==> src/rtl/serial_mult_unit.sv <==
// Shift-add sequential multiplier: one multiplier bit per clock, product
// presented with a one-cycle load strobe for the downstream result register.
module serial_mult_unit #(
    parameter int WIDTH = 3,
    parameter int CNT_W = 2
) (
    input  logic               clk,
    input  logic               rst,
    input  logic               start,
    input  logic [WIDTH-1:0]   inA,
    input  logic [WIDTH-1:0]   inB,
    output logic               busy,
    output logic               done,
    output logic               resultLd,
    output logic [2*WIDTH-1:0] product
);

    typedef enum logic [1:0] {IDLE, LOAD, CALC, DONE} state_t;

    state_t           state;
    logic [WIDTH-1:0] a_q;
    logic [WIDTH-1:0] b_q;
    logic [WIDTH-1:0] acc_hi;
    logic [CNT_W-1:0] cnt;
    logic [WIDTH:0]   sum;
    logic             last;

    // carry lands in sum[WIDTH] so the right shift of {carry, accHi, B} is a slice
    always_comb begin
        sum  = b_q[0] ? ({1'b0, acc_hi} + {1'b0, a_q}) : {1'b0, acc_hi};
        last = (cnt == CNT_W'(WIDTH - 1));
    end

    always_ff @(posedge clk or negedge rst) begin
        if (!rst) begin
            state   <= IDLE;
            a_q     <= '0;
            b_q     <= '0;
            acc_hi  <= '0;
            cnt     <= '0;
            product <= '0;
        end else begin
            case (state)
                IDLE: begin
                    if (start) begin
                        state   <= LOAD;
                        a_q     <= inA;
                        b_q     <= inB;
                        acc_hi  <= '0;
                        cnt     <= '0;
                        product <= '0;
                    end
                end
                LOAD: state <= CALC;
                CALC: begin
                    acc_hi <= sum[WIDTH:1];
                    b_q    <= {sum[0], b_q[WIDTH-1:1]};
                    cnt    <= cnt + 1'b1;
                    // capture the final shifted value so product is valid throughout DONE
                    if (last) begin
                        state   <= DONE;
                        product <= {sum[WIDTH:1], sum[0], b_q[WIDTH-1:1]};
                    end
                end
                DONE:    state <= IDLE;
                default: state <= IDLE;
            endcase
        end
    end

    assign busy     = (state == LOAD) || (state == CALC);
    assign done     = (state == DONE);
    assign resultLd = (state == DONE);

endmodule

==> config.mk <==
export PLATFORM = sky130hd
export DESIGN_NAME = serial_mult_unit
export DESIGN_NICKNAME = d
export VERILOG_FILES = /design/src/rtl/serial_mult_unit.sv
export SDC_FILE = /design/constraint.sdc
export NUM_CORES = 1
export LEC_CHECK = 0
export ABC_AREA = 1
export BUFFER_PORTS_ARGS = -buffer_cell sky130_fd_sc_hd__buf_4
export CORE_ASPECT_RATIO = 0.75
export CORE_UTILIZATION = 38
export CTS_BUF_LIST = sky130_fd_sc_hd__clkbuf_4
export DETAILED_ROUTE_END_ITERATION = 8
export SLEW_MARGIN = 25
export SYNTH_ARGS = -nofsm -noshare
export SYNTH_HDL_FRONTEND = slang
export SYNTH_SLANG_ARGS = --single-unit
==> constraint.sdc <==
create_clock -name clk -period 2.6 [get_ports clk]
set_input_delay 0.52 -clock clk [delete_from_list [all_inputs] [get_ports clk]]
set_output_delay 0.52 -clock clk [all_outputs]
set_load 0.03 [all_outputs]
# Word level (Yosys, flattened, before mapping)

Cells that the tools add are included.

Input port bits: 9
Word-level logic and storage cells: 34
Flip-flop bits (word level): 19

Eq/ne operators: 6
Add/sub/neg operators: 2
Multiplexer cells: 13
Reduce and logical (&&, ||, !) cells: 7

Operator list:

| kind                                                 | count |
|---|---|
| 2-to-1 mux 6 bit                                     | 2 |
| one-hot mux 3 bit (2 select lines)                   | 2 |
| one-hot mux 6 bit (2 select lines)                   | 1 |
| one-hot mux 2 bit (4 select lines)                   | 1 |
| equality test 2 bit (second input constant)          | 3 |
| 2-to-1 mux 2 bit                                     | 3 |
| 2-to-1 mux 3 bit                                     | 2 |
| AND reduction 2 bit                                  | 3 |
| adder 3 x 3 -> 4 bit                                 | 1 |
| 2-to-1 mux 4 bit                                     | 1 |
| inequality test 2 bit (second input constant)        | 2 |
| one-hot mux 2 bit (2 select lines)                   | 1 |
| AND reduction 3 bit                                  | 1 |
| adder 2 x 1 -> 2 bit (second input constant)         | 1 |
| equality test 2 x 1 -> 1 bit (second input constant) | 1 |
| zero test 2 bit                                      | 1 |
| nonzero test 2 bit                                   | 1 |
| logical OR 1 bit                                     | 1 |

# Logic depth before layout (Yosys ltp)

Gate-level depths: netlist (run 1).

Depth after elaboration: 4
Mapped depth: 8
Mapped depth without buffers: 8

# Worst setup path before layout (run 1)

OpenSTA, ideal clock, no wires.

Path type: register -> output
Start: register state[1]
End: output resultLd
Cell stages (with the launch flop): 3
Data required time: 2.080 ns
Arrival time: 0.909 ns
Setup slack: 1.171 ns
Cell sequence: dfrtp_1 > ha_1 > buf_4

Word-level cells in the longest chain between the ends: 1

Ends and longest elaborated chain:

| what                   | line | source |
|---|---|---|
| start, declared        | 20   | `state_t state;` |
| start signal, assigned | 36   | `state <= IDLE;` |
| start signal, assigned | 46   | `state <= LOAD;` |
| start signal, assigned | 54   | `LOAD: state <= CALC;` |
| equality test 2 bit    | -    |  |
| end, declared          | 14   | `output logic resultLd,` |

No other way between the ends.

# Worst setup path in the final report (run 1)

Start: register state[1]
End: output busy

Word-level cells in the longest chain between the ends: 2

Ends and longest elaborated chain:

| what                                                                | line | source |
|---|---|---|
| equality test 2 x 1 -> 1 bit or equality test 2 bit (tied branches) | 71   | `assign busy = (state == LOAD) \|\| (state == CALC);` |
| logical OR 1 bit *                                                  | 71   |  |
| end, declared                                                       | 12   | `output logic busy,` |

Every way passes the cells marked *; elsewhere a longest branch is shown, timed or not.

==> impl_metrics.ini, run 1 <==
[yosys]
ys_seq_area_share_pct = 46.7
synthTopCellsByArea = dfrtp_1, nand2_1, ha_1, inv_1, nor2_1
synthFlopType = dfrtp_1
avgSynthCellArea_um2 = 8.62
synth_commonest_cells = nand2_1, dfrtp_1, inv_1
synth_nets = 135
synth_edf_count = 0
ys_seq_elements = 19
synth_top_cell_by_area = dfrtp_1
ys.warnings.count = 0
yosysUniqueCellTypes = 19
netlist_area_um2 = 1020
syn_inst = 118
synth.most_common_cell = nand2_1
synthArstFlopShare_pct = 100
synth_top_area_share_pct = 46.7

[final_layout]
num-fill-cells = 251
layout-drive-gt1-share_pct = 22.6
fin_nets = 155
syn_to_final_growth_pct = 17.8
diodes = 0

[sta]
post-route-period-util_pct = 67.0
max-slew-margin-rel_pct = 75.5
fin_skew_ps = 2.59
grt_setup_unrepaired = false
period_needed_ps = 1740
tightestPinTransition_ps = 367
finalHoldViolCount = 0
maxClockFrequency_mhz = 574
tns_ps = 0
fin_ws_ps = 857
drv_slew = 0
finalSetupViolCount = 0

[floorplan]
die_w_um = 61.7
initial_core_util_pct = 42.0
dieArea_um2 = 2890
core_region_area_um2 = 2420
core.rowCount = 15
io_pins = 18
dieHeight_um = 46.8

[critical_path]
crit_arrival_ps = 1220
crit_slowest_cell = dfrtp_1
max_stage_delay_ps = 400
reg2reg_slack_ps = 1010
crit_path_end_kind = output port
path_class = register to output port
crit_required_ps = 2080
worst-path-max-fanout = 3
startpoint_type = register
crit_chain = inv_1 -> ha_1 -> buf_4

[drt]
wl_met3_um = 83
viasPerCell = 4.65
vias = 796
drtIter0Drc = 30
routedWlPerCell_um = 11.5
drc = 0
drt-met1-wl_um = 1030
drtPass1Iterations = 4
postRouteAntennaNets = 0
routed-wl-met2_um = 848
wl_um = 1970
highest_layer = met4

[global_routing]
grt_pass1_wl_um = 3220
antenna_found_initial = 0
grt_use_total_pct = 15.8
grt_pass1_vias = 707
grt.overflow.total = 0
grt_max_degree = 20

[power]
p_leak_nw = 0.651
p_per_area_nw_per_um2 = 1250
max-vdd-ir-drop_mv = 0.759

[clock_network]
clk_path_buf_depth = 2
cts_buffers = 3
hold_buffers = 0
cts_tree = built
post_cts_resized = 0
cts-root-buf = clkbuf_4
path_clk_slew_ps = 110
post-cts-setup-buffers = 0
clock-sinks = 19
insertion_delay_ps = 300
htreeDepth = 1

[place]
dp_hpwl_um = 1500
gp_congestion = 0.793
pre_cts_slack_ps = 1030
io_buffers = 17

[outcome]
outcome = complete, no violations

[hold_path]
hp-class = primary input to async pin

[job]
max_cap_viol_count = 0
power breakdown:
part	total (W)	internal, W	switching [W]
Combinational	0.000837	0.000296	0.000541
Sequential	0.000505	0.000421	0.0000837
Clock	0.000161	0.0000703	0.0000906
flip-flops by register name, summed over array words and instances, names as in the netlist:
| register | cells |
|---|---|
| acc_hi | 3 |
| a_q | 3 |
| b_q | 3 |
| state | 2 |
| product | 6 |
| cnt | 2 |
logic make-up after synthesis:
family          after synthesis  share of synthesized area, %
buf+inv                      18                          7.75
mux                           2                          2.21
compound gates               15                          8.61
simple gates                 56                          24.1
fa+ha+maj                     8                          10.6
flops                        19                          46.7
placed cells by master (no fill, tap or decap), types with 2 or more instances in the layout:
cell type	synthesis	final
mux2_2	2	2
a21oi_1	3	3
o21ai_2	2	2
o21ai_0	6	6
o21ai_1	2	2
dfrtp_1	19	19
buf_4	1	17
clkbuf_4	0	4
nand3_1	6	6
nand2_4	3	3
ha_1	7	7
a21boi_0	2	2
nor2_1	9	9
nand2_1	36	36
inv_1	15	15
per-layer routing:
| metal | vias to the layer above | global-route usage, % |
|---|---|---|
| met2 | 18 | 23.9 |
| met1 | 370 | 22.3 |
| met3 | 2 | 4.96 |
| met4 | 0 | 4.00 |
| met5 | - | 0 |
| li1 | 406 | - |
cell type report:
type                       count  area [µm²]  area share, %
timing repair buffer          17         128           10.6
sequential                    19         475           39.7
multi-input combinational     81         463           38.6
tap                           34        42.5           3.55
clock buffer                   4        30.0           2.51
inverter                      16        60.1           5.01
final timing paths:
kind                       cells after the start                      to            startpoint
min reg2reg                                    1      cnt[0]$_DFFE_PN0P_    cnt[0]$_DFFE_PN0P_
min                                            1      a_q[2]$_DFFE_PN0P_                   rst
max reg2reg                                    8  product[3]$_DFFE_PN0P_    a_q[0]$_DFFE_PN0P_
max                                            3                    busy  state[1]$_DFFE_PN0P_
max in group asynchronous                      1  product[2]$_DFFE_PN0P_                   rst
min in group clk                               2      a_q[0]$_DFFE_PN0P_                inA[0]
worst max-delay path, delay by kind of cell, from the launching register on:
kind / cells / cell delay [ps]
buffers and inverters: 2 / 240
flip-flops: 1 / 400
adder cells (fa/ha/maj): 1 / 290
through the flow:
step	cell area [µm²]	instances	hold WS [ps]	utilization, %	total power, W
3_3_place_gp	1170	167	406	48.3	0.00134
4_1_cts	1200	171	75.7	49.5	0.00152
2_1_floorplan	1020	118	224	-	0.00114
5_1_grt	1200	171	71.5	49.5	0.00164
6_report	1200	171	75.0	49.5	0.00150
3_5_place_dp	1170	167	411	48.3	0.00135
Note: power is estimated with default switching activity, not from simulation.
==> run 2: changes to the inputs <==
Clock period 2.6 ns to 1.62 ns, I/O delays scaled along.
==> run 2 against run 1 <==
Sequential share of layout area fell by 0.93 points. Non-clock buffer count grew 3. Via count shrank 0.13%. Core utilization rose by 1.2 points. Design area up 2.4%. Sequential power rose by 59%. Worst setup slack lost 760 ps. Flip-flop and latch count stayed put. Critical path type unchanged.
==> impl_metrics.ini, run 2 (same netlist as run 1, synthesis figures left out) <==
[final_layout]
syn_to_final_growth_pct = 20.7
final_cell_mix = nand2_1, dfrtp_1, buf_4
final_common_cell = nand2_1
layoutNonFillerInstCount = 174
fin_nets = 158
diodes = 0
largest_reg_flops = 6
num-fill-cells = 242
layout-drive-gt1-share_pct = 25.7
largest_register = product

[place]
dp_hpwl_um = 1410
dp_cells = 168
gp_congestion = 0.796
io_buffers = 17

[floorplan]
core_region_area_um2 = 2420
dieHeight_um = 46.8
dieArea_um2 = 2890
initial_core_util_pct = 42.0
core.rowCount = 15
die_w_um = 61.7
io_pins = 18

[job]
max_cap_viol_count = 0

[clock_network]
cts_buffers = 3
clk_path_buf_depth = 2
insertion_delay_ps = 310
clock-sinks = 19
cts-root-buf = clkbuf_4
path_clk_slew_ps = 120
cts_tree = built
htreeDepth = 1

[sta]
tns_ps = 0
grt_setup_unrepaired = false
fin_skew_ps = 5.56
finalHoldViolCount = 0
period_needed_ps = 1520
drv_slew = 0
finalSetupViolCount = 0
max-slew-margin-rel_pct = 82.9
post-route-period-util_pct = 94.0
maxClockFrequency_mhz = 657
tightestPinTransition_ps = 257

[critical_path]
crit_chain = inv_1 -> ha_1 -> buf_4
startpoint_type = register
max_stage_delay_ps = 360
path_class = register to output port
worst_r2r_startpoint = acc_hi[0]$_DFFE_PN0P_
crit_path_end_kind = output port
worst-path-buf-inv = 2
critical-path-top-delay-family = flip-flops
reg2reg_slack_ps = 120
r2r-end = acc_hi[0]$_DFFE_PN0P_
crit_required_ps = 1300
rr_worst_depth = 8
worst-path-max-fanout = 2
crit_slowest_cell = dfrtp_1
crit_arrival_ps = 1200

[outcome]
outcome = complete, no violations

[hold_path]
holdPathEnd = a_q[2]$_DFFE_PN0P_
holdPathStages = 2
min_from = inA[2]
hp-class = primary input to register

[global_routing]
grt.overflow.total = 0
antenna_found_initial = 0
grt_pass1_wl_um = 3330
grt_pass1_vias = 758
grt_max_degree = 20
grt_use_total_pct = 16.7

[drt]
routedWlPerCell_um = 11.3
drtIter0Drc = 32
drc = 0
wl_um = 1960
drtPass1Iterations = 4
postRouteAntennaNets = 0
viasPerCell = 4.57
vias = 795

[power]
p_per_area_nw_per_um2 = 1990
p_leak_nw = 0.662
max-vdd-ir-drop_mv = 1.10
==> run 2: changes by cell type in the layout (fill, tap and decap cells not counted), sizes merged <==
cell and change:
dlygate4sd3 +1, clkbuf -1, clkinv +1, buf +2
==> run 2: power breakdown <==
part	leakage, nW	switching [W]	total, W	internal [W]
sequential	0.244	0.000128	0.000803	0.000675
combinational	0.400	0.000881	0.00139	0.000504
clock	0.0177	0.000161	0.000253	0.0000924
total	0.662	0.00117	0.00244	0.00127
==> run 2: what timing repair did <==
action,4_1_cts,5_1_grt
gates resized for setup,0,3
setup endpoints to repair,0,3
hold endpoints to repair,19,0
hold buffers,1,0
setup buffers,0,1
==> run 2: metrics by stage <==
stage | hold WS, ps | total power, W | area [µm²] | util (%) | setup WS (ps)
5_1_grt | 218 | 0.00268 | 1230 | 50.7 | 11.7
6_report | 237 | 0.00244 | 1230 | 50.7 | 96.9
3_5_place_dp | 218 | 0.00217 | 1180 | 48.6 | 99.6
4_1_cts | 224 | 0.00244 | 1210 | 50.1 | 54.9
2_1_floorplan | 28.4 | 0.00183 | 1020 | - | 198
3_3_place_gp | 218 | 0.00215 | 1180 | 48.6 | 140
==> run 2: worst max path at each step <==
stage,end,from,cells past startpoint
after floorplan,product[3]$_DFFE_PN0P_,a_q[0]$_DFFE_PN0P_,8
after global placement,acc_hi[0]$_DFFE_PN0P_,a_q[0]$_DFFE_PN0P_,8
after detailed placement,acc_hi[0]$_DFFE_PN0P_,acc_hi[0]$_DFFE_PN0P_,8
after CTS,busy,state[0]$_DFFE_PN0P_,3
after global routing,acc_hi[0]$_DFFE_PN0P_,acc_hi[0]$_DFFE_PN0P_,8
final,busy,state[1]$_DFFE_PN0P_,3
==> run 2: layout make-up <==
cell class	instances	area, µm²	area share [%]
multi-input cells	81	469	38.2
repair buffers	20	153	12.4
flip-flops and latches	19	475	38.7
clock buffers	3	22.5	1.83
well taps	34	42.5	3.47
inverters	16	60.1	4.89
clock inverters	1	5.00	0.408
==> run 2: per-layer routing <==
metal  vias up  track usage, %  share of wire [%]
li1        408               -                  -
met1       369            20.9                 49
met2        14            27.3                 46
met3         4            5.79                4.0
met4         0            5.33                1.4
met5         -               0                  0
